[src/rtl/io_loader_pkg.sv]
// Shared types and widths for the input-device load sequencer.
package io_loader_pkg;

  localparam int unsigned ADDR_W            = 12;
  localparam int unsigned WORD_W            = 31;
  localparam int unsigned DATA_W            = 30;
  localparam int unsigned DEF_REPLY_TIMEOUT = 15;

  typedef enum logic [2:0] {
    StIdle,
    StWaitWord,
    StReq,
    StWaitReply,
    StDone
  } state_e;

endpackage

[src/rtl/io_loader_if.sv]
// Device word handshake plus memory write request/reply bus.
interface io_loader_if
  import io_loader_pkg::*;
();

  logic              in_valid_from_dev;
  logic [WORD_W-1:0] in_word_from_dev;
  logic              in_ready_to_dev;
  logic              mem_write_from_io;
  logic              mem_write_reply_to_io;
  logic [ADDR_W-1:0] addr_to_sel;
  logic              write_sign_to_ac;
  logic [DATA_W-1:0] write_data_to_au;

  // Loader side.
  modport master (
    input  in_valid_from_dev,
    input  in_word_from_dev,
    output in_ready_to_dev,
    output mem_write_from_io,
    input  mem_write_reply_to_io,
    output addr_to_sel,
    output write_sign_to_ac,
    output write_data_to_au
  );

  // Device and memory side.
  modport slave (
    output in_valid_from_dev,
    output in_word_from_dev,
    input  in_ready_to_dev,
    input  mem_write_from_io,
    output mem_write_reply_to_io,
    input  addr_to_sel,
    input  write_sign_to_ac,
    input  write_data_to_au
  );

endinterface

[src/rtl/io_reply_timer.sv]
// Clear/enable cycle counter; flags expiry on the last allowed cycle of a reply wait.
module io_reply_timer #(
  parameter int unsigned TIMER_W       = 4,
  parameter int unsigned REPLY_TIMEOUT = 15
) (
  input  logic clk,
  input  logic resetn,
  input  logic i_clear,
  input  logic i_enable,
  output logic o_expired
);

  logic [TIMER_W-1:0] r_count;

  always_ff @(posedge clk or negedge resetn) begin
    if (!resetn) begin
      r_count <= '0;
    end else if (i_clear) begin
      r_count <= '0;
    end else if (i_enable) begin
      r_count <= r_count + 1'b1;
    end
  end

  // Counting starts in the request cycle, so value N means N cycles since the request.
  assign o_expired = i_enable && (r_count == TIMER_W'(REPLY_TIMEOUT - 1));

endmodule

[src/rtl/io_loader.sv]
// Loads device words into memory at auto-incrementing addresses with checksum and timeout.
module io_loader
  import io_loader_pkg::*;
#(
  parameter int unsigned REPLY_TIMEOUT = DEF_REPLY_TIMEOUT,
  parameter int unsigned TIMER_W       = 4
) (
  input  logic              clk,
  input  logic              resetn,
  input  logic              start_from_pnl,
  input  logic              abort_from_pnl,
  input  logic [ADDR_W-1:0] start_addr_from_pnl,
  input  logic [ADDR_W-1:0] word_count_from_pnl,
  io_loader_if.master       bus,
  output logic              io_busy_to_pnl,
  output logic              io_done_to_pnl,
  output logic              io_error_to_pnl,
  output logic [WORD_W-1:0] checksum_to_pnl,
  output logic [ADDR_W-1:0] cur_addr_to_pnl
);

  state_e            r_state;
  logic              r_ready;
  logic              r_mem_write;
  logic              r_busy;
  logic              r_done;
  logic              r_error;
  logic              r_abort_pend;
  logic [ADDR_W-1:0] r_addr;
  logic [ADDR_W-1:0] r_mem_addr;
  logic [WORD_W-1:0] r_data;
  logic [WORD_W-1:0] r_checksum;
  logic [ADDR_W:0]   r_remaining;

  logic w_ready;
  logic w_accept;
  logic w_timer_en;
  logic w_expired;
  logic w_abort_any;

  assign w_ready     = r_ready & ~abort_from_pnl;
  assign w_accept    = w_ready & bus.in_valid_from_dev;
  assign w_timer_en  = (r_state == StReq) || (r_state == StWaitReply);
  assign w_abort_any = r_abort_pend | abort_from_pnl;

  io_reply_timer #(
    .TIMER_W      (TIMER_W),
    .REPLY_TIMEOUT(REPLY_TIMEOUT)
  ) u_timer (
    .clk      (clk),
    .resetn   (resetn),
    .i_clear  (w_accept),
    .i_enable (w_timer_en),
    .o_expired(w_expired)
  );

  always_ff @(posedge clk or negedge resetn) begin
    if (!resetn) begin
      r_state      <= StIdle;
      r_ready      <= 1'b0;
      r_mem_write  <= 1'b0;
      r_busy       <= 1'b0;
      r_done       <= 1'b0;
      r_error      <= 1'b0;
      r_abort_pend <= 1'b0;
      r_addr       <= '0;
      r_mem_addr   <= '0;
      r_data       <= '0;
      r_checksum   <= '0;
      r_remaining  <= '0;
    end else begin
      r_mem_write <= 1'b0;
      r_done      <= 1'b0;
      unique case (r_state)
        StIdle: begin
          if (start_from_pnl && !abort_from_pnl) begin
            r_addr      <= start_addr_from_pnl;
            r_remaining <= (word_count_from_pnl == '0) ? {1'b1, {ADDR_W{1'b0}}}
                                                       : {1'b0, word_count_from_pnl};
            r_checksum  <= '0;
            r_error     <= 1'b0;
            r_busy      <= 1'b1;
            r_ready     <= 1'b1;
            r_state     <= StWaitWord;
          end
        end
        StWaitWord: begin
          if (abort_from_pnl) begin
            r_busy  <= 1'b0;
            r_ready <= 1'b0;
            r_state <= StIdle;
          end else if (w_accept) begin
            r_data      <= bus.in_word_from_dev;
            r_mem_addr  <= r_addr;
            r_ready     <= 1'b0;
            r_mem_write <= 1'b1;
            r_state     <= StReq;
          end
        end
        StReq: begin
          r_abort_pend <= w_abort_any;
          r_state      <= StWaitReply;
        end
        StWaitReply: begin
          // A reply in the expiry cycle still counts as a completed write.
          if (bus.mem_write_reply_to_io) begin
            r_checksum   <= r_checksum + r_data;
            r_addr       <= r_addr + 1'b1;
            r_remaining  <= r_remaining - 1'b1;
            r_abort_pend <= 1'b0;
            if (r_remaining == (ADDR_W + 1)'(1)) begin
              r_busy  <= 1'b0;
              r_done  <= 1'b1;
              r_state <= StDone;
            end else if (w_abort_any) begin
              r_busy  <= 1'b0;
              r_state <= StIdle;
            end else begin
              r_ready <= 1'b1;
              r_state <= StWaitWord;
            end
          end else if (w_expired) begin
            r_error      <= 1'b1;
            r_busy       <= 1'b0;
            r_abort_pend <= 1'b0;
            r_state      <= StIdle;
          end else begin
            r_abort_pend <= w_abort_any;
          end
        end
        StDone: begin
          r_state <= StIdle;
        end
        default: begin
          r_state <= StIdle;
        end
      endcase
    end
  end

  assign bus.in_ready_to_dev   = w_ready;
  assign bus.mem_write_from_io = r_mem_write;
  assign bus.addr_to_sel       = r_mem_addr;
  assign bus.write_sign_to_ac  = r_data[WORD_W-1];
  assign bus.write_data_to_au  = r_data[DATA_W-1:0];

  assign io_busy_to_pnl  = r_busy;
  assign io_done_to_pnl  = r_done;
  assign io_error_to_pnl = r_error;
  assign checksum_to_pnl = r_checksum;
  assign cur_addr_to_pnl = r_addr;

endmodule

[src/flat_wrapper.sv]
// flat-port wrapper written by rule: the top's interface ports become plain ports
module io_loader_flat import io_loader_pkg::*;
#(
  parameter int unsigned REPLY_TIMEOUT = DEF_REPLY_TIMEOUT,
  parameter int unsigned TIMER_W       = 4
)
  (clk, resetn, start_from_pnl, abort_from_pnl, start_addr_from_pnl, word_count_from_pnl, io_busy_to_pnl, io_done_to_pnl, io_error_to_pnl, checksum_to_pnl, cur_addr_to_pnl, bus_in_valid_from_dev, bus_in_word_from_dev, bus_in_ready_to_dev, bus_mem_write_from_io, bus_mem_write_reply_to_io, bus_addr_to_sel, bus_write_sign_to_ac, bus_write_data_to_au);
  io_loader_if bus_i ();
  input  logic clk;
  input  logic resetn;
  input  logic start_from_pnl;
  input  logic abort_from_pnl;
  input  logic [ADDR_W-1:0] start_addr_from_pnl;
  input  logic [ADDR_W-1:0] word_count_from_pnl;
  output logic io_busy_to_pnl;
  output logic io_done_to_pnl;
  output logic io_error_to_pnl;
  output logic [WORD_W-1:0] checksum_to_pnl;
  output logic [ADDR_W-1:0] cur_addr_to_pnl;
  input wire logic [$bits(bus_i.in_valid_from_dev)-1:0] bus_in_valid_from_dev;
  input wire logic [$bits(bus_i.in_word_from_dev)-1:0] bus_in_word_from_dev;
  output wire logic [$bits(bus_i.in_ready_to_dev)-1:0] bus_in_ready_to_dev;
  output wire logic [$bits(bus_i.mem_write_from_io)-1:0] bus_mem_write_from_io;
  input wire logic [$bits(bus_i.mem_write_reply_to_io)-1:0] bus_mem_write_reply_to_io;
  output wire logic [$bits(bus_i.addr_to_sel)-1:0] bus_addr_to_sel;
  output wire logic [$bits(bus_i.write_sign_to_ac)-1:0] bus_write_sign_to_ac;
  output wire logic [$bits(bus_i.write_data_to_au)-1:0] bus_write_data_to_au;
  assign bus_i.in_valid_from_dev = bus_in_valid_from_dev;
  assign bus_i.in_word_from_dev = bus_in_word_from_dev;
  assign bus_in_ready_to_dev = bus_i.in_ready_to_dev;
  assign bus_mem_write_from_io = bus_i.mem_write_from_io;
  assign bus_i.mem_write_reply_to_io = bus_mem_write_reply_to_io;
  assign bus_addr_to_sel = bus_i.addr_to_sel;
  assign bus_write_sign_to_ac = bus_i.write_sign_to_ac;
  assign bus_write_data_to_au = bus_i.write_data_to_au;
  io_loader #(.REPLY_TIMEOUT(REPLY_TIMEOUT), .TIMER_W(TIMER_W)) u_core (.clk(clk), .resetn(resetn), .start_from_pnl(start_from_pnl), .abort_from_pnl(abort_from_pnl), .start_addr_from_pnl(start_addr_from_pnl), .word_count_from_pnl(word_count_from_pnl), .bus(bus_i), .io_busy_to_pnl(io_busy_to_pnl), .io_done_to_pnl(io_done_to_pnl), .io_error_to_pnl(io_error_to_pnl), .checksum_to_pnl(checksum_to_pnl), .cur_addr_to_pnl(cur_addr_to_pnl));
endmodule
[config.mk]
export PLATFORM = sky130hd
export DESIGN_NAME = io_loader_flat
export DESIGN_NICKNAME = d
export VERILOG_FILES = /design/src/rtl/io_loader_pkg.sv /design/src/rtl/io_loader_if.sv /design/src/rtl/io_reply_timer.sv /design/src/rtl/io_loader.sv /design/src/flat_wrapper.sv
export SDC_FILE = /design/constraint.sdc
export NUM_CORES = 1
export LEC_CHECK = 0
export ABC_AREA = 1
export BUFFER_PORTS_ARGS = -buffer_cell sky130_fd_sc_hd__buf_2
export CAP_MARGIN = 5
export CORE_MARGIN = 3
export CORE_UTILIZATION = 51
export CTS_CLUSTER_DIAMETER = 60
export CTS_CLUSTER_SIZE = 25
export DETAILED_ROUTE_END_ITERATION = 12
export PLACE_DENSITY_LB_ADDON = 0.12
export SLEW_MARGIN = 20
export SYNTH_ARGS = -nofsm -noshare
export SYNTH_HDL_FRONTEND = slang
export SYNTH_SLANG_ARGS = --single-unit
[constraint.sdc]
create_clock -name clk -period 1.7 [get_ports clk]
set_input_delay 0.255 -clock clk [delete_from_list [all_inputs] [get_ports clk]]
set_output_delay 0.255 -clock clk [all_outputs]
set_load 0.02 [all_outputs]
==> results.ini <==
[run_status]
outcome=finished with violations
violations=negative setup slack

[critical_path]
slowest_delay_ns=0.42
reg2reg_depth=10
worst-setup-path-type=register to register
timing.rr.start=u_core.r_data[17]$_DFFE_PN0P_
path_cells=ha_4, nand2_1, inv_1, nand2_1, nor2_1, nand4_1, nand3_2, nand2_1, nand2_1, o21ai_1
critPathBufInv=1
critPathCaptureType=register
regToRegSetupSlack_ns=-0.20
worstPathRequired_ns=1.95
arrival_ns=2.15
slowest_stage=dfrtp_1
path_common_cell=nand2_1
cp_max_fo=5
r2r-end=u_core.checksum_to_pnl[20]$_DFFE_PN0P_
startpoint_type=register
crit_family=simple AND/OR/NAND/NOR gates

[yosys]
ys_types=44
ys.warnings.count=0
async_flop_share=1.000
synth_edf_count=0
muxShareOfSynthArea=0.06207
syn-mean-instance-area_um2=7.364
synthCells=1002
synth.area.top_cells=dfrtp_1 38%, nand2_1 17%, inv_1 6.9%, ha_1 5.9%, mux2_4 5.3%
synth_top_family_by_area=simple AND/OR/NAND/NOR gates
yosysMostFrequentCell=nand2_1
netlist_area_um2=7378
synth_ff_type=dfrtp_1
yosys.area_share.adder=0.06207
synth_compound_area_frac=0.1077
synthesis.nets=1099
yosys.area_share.simple=0.2905
synthXorXnorAreaFrac=0.003561
ys_top_cells_by_count=332 x nand2_1, 135 x inv_1, 112 x dfrtp_1, 83 x nor2_1
synthDominantCellAreaShare=0.3799
ys_seq_area_frac=0.3799
ys_seq_elements=112
synth_top_area_cell=dfrtp_1

[sta]
layout_setup_ws_ns=-0.2041
rsz0062_at_grt=true
slew_headroom=0.7710
report.final.setup_viol=24
worst_pin_slew_ns=0.3435
hold_viol_final=0
post-route-period-util=1.120
final.min_clock_period_ns=1.904
finClkSkew_ns=0.01080
fmax_ghz=0.5252
drv_slew=0

[finish]
layout-drive-gt1-share=0.4266
fin_util=0.7682
design_area_um2=10790
num-nets-final=1387
diodes=0
area_growth_pct=46.19
fin_cells=1474

[global_routing]
antenna_found_initial=0
gr-total-overflow=0
grt_pass1_vias=7319
grt_max_degree=36
grt_pass1_wl_mm=34.44
grt_usage=0.2628

[power_and_ir_drop]
total_leakage_power_nw=5.771
total_power_mw=19.23
ir_drop_mv=0.9766
powerDensity_nw_per_um2=1783

[route]
vias_per_cell=5.301
first_pass_iters=5
drt-initial-drc-count=493
drc=0
wl_per_cell_um=15.33
totalWireLength_mm=22.60
vias=7814
ant_nets=0

[clock_network]
clk_pin_slew_worst_paths_ns=0.08
clk_latency_ns=0.36
h-tree-depth=3
cts_root_buffer=clkbuf_16
cts_sinks=112
cts_buffers=9
cts_tree=yes
cts_buffer_depth=2

[placement]
gp_congestion=0.9054
dp.cells=1427
place_area_um2=9276
port_buffers=151
place_hpwl_mm=15.62

[flow_run]
cap_violations=0

[die]
ios=152
start_util=0.5254
die_w_um=126.3
row_count=43
die_area_um2=15950
die_y_um=126.3
coreArea_um2=14040

[min_path]
hold_class=input pin to register
hold_end=u_core.r_data[5]$_DFFE_PN0P_
hold_path_depth=2
min_from=bus_in_word_from_dev[5]

[cells by family (layout without fill, tap and decap cells)]
| logic type | count (synthesis) | in the layout |
|---|---|---|
| AOI/OAI and AO/OA | 143 | 143 |
| xor gates and xnor gates | 3 | 3 |
| and+or+nand+nor | 516 | 516 |
| DFF | 112 | 112 |
| adders and majority gates | 36 | 36 |
| muxes | 32 | 32 |
| buffers and inverters | 160 | 452 |
[worst max-delay path by stage]
stage / from / endpoint / cells after the start
4_1_cts: u_core.checksum_to_pnl[0]$_DFFE_PN0P_ / u_core.checksum_to_pnl[24]$_DFFE_PN0P_ / 13
5_1_grt: u_core.r_data[17]$_DFFE_PN0P_ / u_core.checksum_to_pnl[20]$_DFFE_PN0P_ / 10
3_5_place_dp: u_core.r_data[22]$_DFFE_PN0P_ / u_core.checksum_to_pnl[27]$_DFFE_PN0P_ / 11
2_1_floorplan: u_core.checksum_to_pnl[0]$_DFFE_PN0P_ / u_core.checksum_to_pnl[4]$_DFFE_PN0P_ / 6
3_3_place_gp: u_core.r_data[21]$_DFFE_PN0P_ / u_core.checksum_to_pnl[28]$_DFFE_PN0P_ / 12
6_report: u_core.r_data[17]$_DFFE_PN0P_ / u_core.checksum_to_pnl[20]$_DFFE_PN0P_ / 10
[power by group]
group          switching [mW]  leakage, nW  internal (mW)
Clock                    1.03        0.135           1.04
Combinational            6.86         4.25           5.57
Sequential               1.02         1.38           3.71
[area by class of cell]
type,count,area (um^2)
Multi-Input combinational cell,730,4936
Inverter,139,529.3
Clock buffer,10,239.0
Clock inverter,5,38.79
Tap cell,180,225.2
Timing Repair Buffer,298,2011
Sequential cell,112,2808
Fill cell,1036,3256
[routing by layer]
metal	vias to the layer above	GRT usage	part of all wire
met1	3666	0.3307	0.40
met3	59	0.05598	0.064
met2	287	0.4563	0.50
met5	-	0	0
li1	3802	-	-
met4	0	0.07634	0.031
[what timing repair did]
item	4_1_cts	5_1_grt
setup buffers	13	21
gates resized for setup	86	161
setup endpoints to repair	26	38
hold buffers	1	0
endpoints found under the hold margin	16	0
pin swaps	28	71
[stage by stage]
stage          setup TNS [ns]  hold WS (ns)  setup slack (ns)
2_1_floorplan         -0.2414      -0.04059          -0.09183
3_3_place_gp           -2.875        0.1818           -0.2510
3_5_place_dp           -3.385        0.1837           -0.2533
4_1_cts                -1.336        0.1074           -0.1580
5_1_grt                -4.636        0.1092           -0.3402
6_report               -2.607        0.1153           -0.2041
[cells in the final DEF (no fill, tap or decap), drive strengths merged, types with 2 or more instances in the layout]
cell,synthesis,routed
xor2,3,3
a22oi,2,2
clkinv,0,2
o211ai,5,5
a31oi,3,3
dfrtp,112,112
buf,19,297
or2,4,4
a22o,2,2
nand4,8,8
nor4,4,4
nand2,335,335
o21bai,4,4
clkbuf,2,10
mux2,32,32
o22ai,3,3
a32o,2,2
a21oi,61,61
nor3,12,12
nand3,61,61
a21o,2,2
and2,2,2
nor2,88,88
o21ai,55,55
ha,35,35
inv,139,141
[registers in the layout, summed over array words and instances (netlist names), 3 cells and up]
signal                  flops
u_core.bus.addr_to_sel     12
u_core.checksum_to_pnl     31
u_core.cur_addr_to_pnl     12
u_core.r_data              31
u_core.r_remaining         13
u_core.r_state              3
u_core.u_timer.r_count      4
(Power assumes the default switching activity.)
